==> src/rtl/desired_drive_ramp.sv <==
`default_nettype none
// ============================================================================
//  Module      : desired_drive_ramp
//  Description : Pipelined eBike desired-drive calculator. Converts averaged
//                torque, cadence, incline and assist scale into a motor
//                target current. A slew-rate limiter on the output prevents
//                current steps that would jolt the rider.
//  Ports       : clk, rst_n          - clock, async active-low reset
//                in_vld              - one-cycle input sample qualifier
//                avg_torque, cadence, not_pedaling, incline, scale - sample
//                out_vld             - one-cycle pulse, outputs updated
//                target_curr         - slew-limited target current
//                raw_curr, sat       - pre-ramp target and its saturation flag
//  Revision    : 1.0 - initial release
// ============================================================================
module desired_drive_ramp #(
    parameter int                TQ_W       = 12,
    parameter logic [TQ_W-1:0]   TORQUE_MIN = TQ_W'(12'h380),
    parameter int                INC_W      = 13,
    parameter int                CAD_W      = 5,
    parameter int                SCALE_W    = 3,
    parameter int                CUR_W      = 12,
    parameter int                SHIFT      = 15,
    parameter int                RAMP_UP    = 64,
    parameter int                RAMP_DN    = 256
) (
    input  logic                 clk,
    input  logic                 rst_n,
    input  logic                 in_vld,
    input  logic [TQ_W-1:0]      avg_torque,
    input  logic [CAD_W-1:0]     cadence,
    input  logic                 not_pedaling,
    input  logic [INC_W-1:0]     incline,
    input  logic [SCALE_W-1:0]   scale,
    output logic                 out_vld,
    output logic [CUR_W-1:0]     target_curr,
    output logic [CUR_W-1:0]     raw_curr,
    output logic                 sat
);

    localparam int C_INC_LIM_W = 9;
    localparam int C_CADF_W    = CAD_W + 1;
    localparam int C_P1_W      = TQ_W + C_INC_LIM_W;
    localparam int C_P2_W      = C_CADF_W + SCALE_W;
    localparam int C_PROD_W    = C_P1_W + C_P2_W;
    // Product is widened so the overflow bits above the output window always exist.
    localparam int C_EXT_W     = (C_PROD_W > SHIFT + CUR_W) ? C_PROD_W : SHIFT + CUR_W + 1;
    localparam int C_RMP_W     = CUR_W + 1;

    localparam logic [C_RMP_W-1:0] C_RAMP_UP = C_RMP_W'(RAMP_UP);
    localparam logic [C_RMP_W-1:0] C_RAMP_DN = C_RMP_W'(RAMP_DN);

    // Stage 1
    logic                    s1_vld_q, s1_vld_d;
    logic [TQ_W-1:0]         tpos_q, tpos_d;
    logic [C_INC_LIM_W-1:0]  inc_lim_q, inc_lim_d;
    logic [C_CADF_W-1:0]     cad_f_q, cad_f_d;
    logic [SCALE_W-1:0]      scale_q, scale_d;
    logic                    np1_q, np1_d;
    // Stage 2
    logic                    s2_vld_q, s2_vld_d;
    logic [C_P1_W-1:0]       p1_q, p1_d;
    logic [C_P2_W-1:0]       p2_q, p2_d;
    logic                    np2_q, np2_d;
    // Stage 3
    logic                    s3_vld_q, s3_vld_d;
    logic [C_PROD_W-1:0]     prod_q, prod_d;
    logic                    np3_q, np3_d;
    // Stage 4
    logic                    s4_vld_q, s4_vld_d;
    logic [CUR_W-1:0]        raw4_q, raw4_d;
    logic                    sat4_q, sat4_d;
    logic                    np4_q, np4_d;
    // Output / ramp stage
    logic                    out_vld_q, out_vld_d;
    logic [CUR_W-1:0]        target_q, target_d;
    logic [CUR_W-1:0]        raw_curr_q, raw_curr_d;
    logic                    sat_q, sat_d;

    // Intermediate combinational values
    logic [INC_W:0]          inc_sum;
    logic [C_EXT_W-1:0]      prod_ext;
    logic [C_RMP_W-1:0]      tgt_ext, raw_ext, up_step, dn_step;

    always_comb begin
        // ---------------- Stage 1: factor ----------------
        s1_vld_d  = in_vld;
        tpos_d    = tpos_q;
        inc_lim_d = inc_lim_q;
        cad_f_d   = cad_f_q;
        scale_d   = scale_q;
        np1_d     = np1_q;
        // Clamping incline+256 to 0..511 subsumes the 10-bit signed
        // saturation: anything beyond +-512 lands outside 0..511 anyway.
        inc_sum   = {incline[INC_W-1], incline} + (INC_W+1)'(256);
        if (in_vld) begin
            tpos_d = (avg_torque > TORQUE_MIN) ? avg_torque - TORQUE_MIN : '0;
            if (inc_sum[INC_W]) begin
                inc_lim_d = '0;
            end else if (inc_sum > (INC_W+1)'(511)) begin
                inc_lim_d = '1;
            end else begin
                inc_lim_d = inc_sum[C_INC_LIM_W-1:0];
            end
            // cadence + 2^CAD_W is just a leading one on the cadence value.
            cad_f_d = (cadence > CAD_W'(1)) ? {1'b1, cadence} : '0;
            scale_d = scale;
            np1_d   = not_pedaling;
        end

        // ---------------- Stage 2: multiply ----------------
        s2_vld_d = s1_vld_q;
        p1_d     = p1_q;
        p2_d     = p2_q;
        np2_d    = np2_q;
        if (s1_vld_q) begin
            p1_d  = C_P1_W'(tpos_q) * C_P1_W'(inc_lim_q);
            p2_d  = C_P2_W'(cad_f_q) * C_P2_W'(scale_q);
            np2_d = np1_q;
        end

        // ---------------- Stage 3: full product ----------------
        s3_vld_d = s2_vld_q;
        prod_d   = prod_q;
        np3_d    = np3_q;
        if (s2_vld_q) begin
            prod_d = C_PROD_W'(p1_q) * C_PROD_W'(p2_q);
            np3_d  = np2_q;
        end

        // ---------------- Stage 4: shift / saturate ----------------
        s4_vld_d = s3_vld_q;
        raw4_d   = raw4_q;
        sat4_d   = sat4_q;
        np4_d    = np4_q;
        prod_ext = C_EXT_W'(prod_q);
        if (s3_vld_q) begin
            np4_d = np3_q;
            if (np3_q) begin
                raw4_d = '0;
                sat4_d = 1'b0;
            end else if (|prod_ext[C_EXT_W-1:SHIFT+CUR_W]) begin
                raw4_d = '1;
                sat4_d = 1'b1;
            end else begin
                raw4_d = prod_ext[SHIFT+CUR_W-1:SHIFT];
                sat4_d = 1'b0;
            end
        end

        // ---------------- Output: slew-rate limiter ----------------
        out_vld_d  = s4_vld_q;
        target_d   = target_q;
        raw_curr_d = raw_curr_q;
        sat_d      = sat_q;
        tgt_ext    = {1'b0, target_q};
        raw_ext    = {1'b0, raw4_q};
        up_step    = tgt_ext + C_RAMP_UP;
        dn_step    = (tgt_ext >= C_RAMP_DN) ? tgt_ext - C_RAMP_DN : '0;
        if (s4_vld_q) begin
            raw_curr_d = raw4_q;
            sat_d      = sat4_q;
            if (np4_q) begin
                target_d = '0;
            end else if (raw_ext > tgt_ext) begin
                target_d = (up_step > raw_ext) ? raw4_q : up_step[CUR_W-1:0];
            end else if (raw_ext < tgt_ext) begin
                target_d = (dn_step < raw_ext) ? raw4_q : dn_step[CUR_W-1:0];
            end
        end
    end

    always_ff @(posedge clk or negedge rst_n) begin
        if (!rst_n) begin
            s1_vld_q   <= 1'b0;
            tpos_q     <= '0;
            inc_lim_q  <= '0;
            cad_f_q    <= '0;
            scale_q    <= '0;
            np1_q      <= 1'b0;
            s2_vld_q   <= 1'b0;
            p1_q       <= '0;
            p2_q       <= '0;
            np2_q      <= 1'b0;
            s3_vld_q   <= 1'b0;
            prod_q     <= '0;
            np3_q      <= 1'b0;
            s4_vld_q   <= 1'b0;
            raw4_q     <= '0;
            sat4_q     <= 1'b0;
            np4_q      <= 1'b0;
            out_vld_q  <= 1'b0;
            target_q   <= '0;
            raw_curr_q <= '0;
            sat_q      <= 1'b0;
        end else begin
            s1_vld_q   <= s1_vld_d;
            tpos_q     <= tpos_d;
            inc_lim_q  <= inc_lim_d;
            cad_f_q    <= cad_f_d;
            scale_q    <= scale_d;
            np1_q      <= np1_d;
            s2_vld_q   <= s2_vld_d;
            p1_q       <= p1_d;
            p2_q       <= p2_d;
            np2_q      <= np2_d;
            s3_vld_q   <= s3_vld_d;
            prod_q     <= prod_d;
            np3_q      <= np3_d;
            s4_vld_q   <= s4_vld_d;
            raw4_q     <= raw4_d;
            sat4_q     <= sat4_d;
            np4_q      <= np4_d;
            out_vld_q  <= out_vld_d;
            target_q   <= target_d;
            raw_curr_q <= raw_curr_d;
            sat_q      <= sat_d;
        end
    end

    assign out_vld     = out_vld_q;
    assign target_curr = target_q;
    assign raw_curr    = raw_curr_q;
    assign sat         = sat_q;

endmodule
`default_nettype wire

==> config.mk <==
export PLATFORM = sky130hd
export DESIGN_NAME = desired_drive_ramp
export DESIGN_NICKNAME = d
export VERILOG_FILES = /design/src/rtl/desired_drive_ramp.sv
export SDC_FILE = /design/constraint.sdc
export NUM_CORES = 1
export LEC_CHECK = 0
export BUFFER_PORTS_ARGS = -buffer_cell sky130_fd_sc_hd__buf_4
export CORE_ASPECT_RATIO = 0.9
export CORE_MARGIN = 5
export CORE_UTILIZATION = 58
export CTS_BUF_LIST = sky130_fd_sc_hd__clkbuf_16
export DETAILED_ROUTE_END_ITERATION = 16
export PLACE_DENSITY = 0.84
export SYNTH_ARGS = -nofsm -noshare
export SYNTH_HDL_FRONTEND = slang
export SYNTH_SLANG_ARGS = --single-unit
==> constraint.sdc <==
create_clock -name clk -period 4.9 [get_ports clk]
set_clock_uncertainty 0.2 [all_clocks]
set_input_delay 0.49 -clock clk [delete_from_list [all_inputs] [get_ports clk]]
set_output_delay 0.49 -clock clk [all_outputs]
set_load 0.05 [all_outputs]
==> flow_summary.toml <==
[outcome]
status = "complete, but fails checks"
failed_checks = "negative setup slack"

[routing]
dr.first_iter.drc_count = 1353
dr.pass1.iters = 5
routed_wl_mm = 43.9
drtAntennaViolNets = 0
via_count = 12750
wl_per_cell_um = 20.2
drc_errors = 0
vias_per_cell = 5.86

[yosys]
syn_avg_cell_area_um2 = 9.27
async_flop_share_pct = 100
seq_area_frac_synth_pct = 20.5
syn-num-nets = 1989
ys_ff_latch = 122
synth_cells = 1605
synth_cell_types = 63
synth_ff_type = "dfrtp_1"
synth-edff-count = 0
yosys_warnings = 0
netlist_area_mm2 = 0.0149

[timing]
setup_tns_ns = -1.89
fmax_mhz = 193
setup_viol = 14
finalCritPeriodShare_pct = 106
hold_ws_ns = 0.0778
rsz0062_at_grt = "true"
hold_violations = 0
drv_slew = 0
slew_headroom_pct = 39.3
min_period_ns = 5.18
tightest_slew_ns = 0.911
finalWorstSetupSlack_ns = -0.282

[place]
post-dp-hpwl_mm = 29.4
gp_congestion = 0.960
numPortBuffers = 62

[cells_and_area]
syn2layout_area_growth_pct = 24.4
mostFrequentLayoutCells = "274 x inv_1, 237 x buf_4, 196 x fa_1"
layout_commonest_cell = "inv_1"
num_antenna_cells = 0
nets = 2204
fin_util_pct = 73.5
drive_above_1_share_pct = 28.7

[critical_path]
critPathKind = "reg2reg"
cp_data_required_time_ns = 5.03
path_max_fanout = 4
crit_path_end_kind = "flip-flop"
critPathArrivalTime_ns = 5.31
start_kind = "flip-flop"

[global_route]
antenna_found_initial = 0
top_usage_layer = "met2"
grt_util_met3_pct = 5.26
grt_pass1_wl_mm = 69.0
grt_start_max_net_pins = 55
grt_usage_pct = 30.0
use_met1_pct = 39.0
grt-ovfl-total = 0
grt_pass1_vias = 13631
grt_util_met2_pct = 49.5

[flow_run]
drv_cap = 0

[die]
ios = 63
num_rows = 55
die_w_um = 179
chipHeight_um = 162
core-area_mm2 = 0.0252
start_util_pct = 59.1
die-area_mm2 = 0.0290

[clocking]
clk_latency_ns = 0.43
cts_buffers = 17
clk_transition_reported_paths_ns = 0.07
clkSinkCount = 122
h-tree-depth = 4
cts_buffer_depth = 2
clockRootBuffer = "clkbuf_16"
tritoncts = "yes"

[min_path]
min_path_type = "in2reg"
-- per-layer routing --
layer	up-vias	wire, um
met5	-	0
met4	0	2100
met3	201	3880
met2	784	21500
met1	6263	16500
li1	5502	-
-- cells by family after synthesis --
family                     after synthesis  synth area share (%)
and+or+nand+nor                        477                  15.3
buffers and inverters                  369                  9.39
adders and majority gates              347                  39.7
AOI/OAI and AO/OA                      201                  8.88
DFF                                    122                  20.5
muxes                                   56                  4.22
xor gates and xnor gates                33                  1.94
-- final cells by class --
cell class,instances,area [um^2]
inverter,303,1140
timing repair buffer,262,2060
clock buffer,17,425
clock inverter,15,179
multi-input combinational,1114,11200
sequential,122,3090
fill,1569,6680
tap,342,428
-- synthesized netlist by cell type, types with 10 or more instances --
cell / count / area (um^2)
mux2_2: 54 / 608
clkbuf_1: 59 / 221
nand3_1: 37 / 185
ha_1: 138 / 1730
fa_1: 209 / 4180
nor2b_1: 10 / 62.6
and2_1: 117 / 732
xnor2_1: 17 / 149
xor2_1: 16 / 140
a21oi_1: 44 / 220
o21ai_0: 51 / 255
o211ai_1: 14 / 105
dfrtp_1: 122 / 3050
nand2_1: 187 / 702
nor2_1: 85 / 319
inv_1: 301 / 1130
a21o_1: 17 / 128
-- registers in the layout, indices dropped and copies added, names as in the netlist --
signal and count:
cad_f_q 6, inc_lim_q 9, np1_q 1, np2_q 1, np3_q 1, np4_q 1, out_vld 1, out_vld_d 1
p1_q 21, p2_q 9, prod_ext 15, raw4_q 12, raw_curr 12, s1_vld_q 1, s2_vld_q 1, s3_vld_q 1
sat 1, sat4_q 1, scale_q 3, target_curr 12, tpos_q 12
-- final timing paths --
check | from | to | slack (ns) | cells past startpoint
max reg2reg | p2_q[2] | prod_ext[29] | -0.28 | 20
min reg2reg | np2_q | np3_q | 0.28 | 2
max in group asynchronous | rst_n | tpos_q[3] | 3.08 | 3
min in group asynchronous | rst_n | target_curr[1] | 0.31 | 2
max | p2_q[2] | prod_ext[29] | -0.28 | 20
min | avg_torque[1] | tpos_q[1] | 0.08 | 3
-- per-stage QoR --
step / instances / instance area, um^2 / worst slack (ns)
after floorplan: 1605 / 14900 / 0.00666
after global placement: 2083 / 16600 / -0.473
after detailed placement: 2083 / 16600 / -0.728
after CTS: 2152 / 18000 / -0.0643
after global routing: 2175 / 18500 / -0.439
final: 2175 / 18500 / -0.282
-- what timing repair did --
item	CTS	global route
endpoints found under the hold margin	23	0
resized for setup	155	78
cloned	0	0
pin swaps	98	69
setup buffers	36	23
endpoints found under the setup margin	20	22
hold buffers	1	0
-- worst max-delay path: stages, from the launching register on --
cell       delay, ns
dfrtp_2         0.43
buf_6           0.15
nand2_1         0.16
fa_1            0.59
inv_2           0.05
fa_2            0.45
fa_1            0.51
inv_2           0.05
fa_1            0.53
inv_1           0.06
ha_4            0.23
a21oi_2         0.15
o22ai_2         0.09
a21oi_4         0.18
a21oi_4         0.11
o21ai_4         0.26
a21oi_4         0.10
buf_4           0.15
a2111oi_4       0.33
o211ai_1        0.14
o311ai_1        0.16
Power is left out: the tool's default activity adds up to more than one toggle a clock period on the data nets, which glitch-free logic cannot reach.
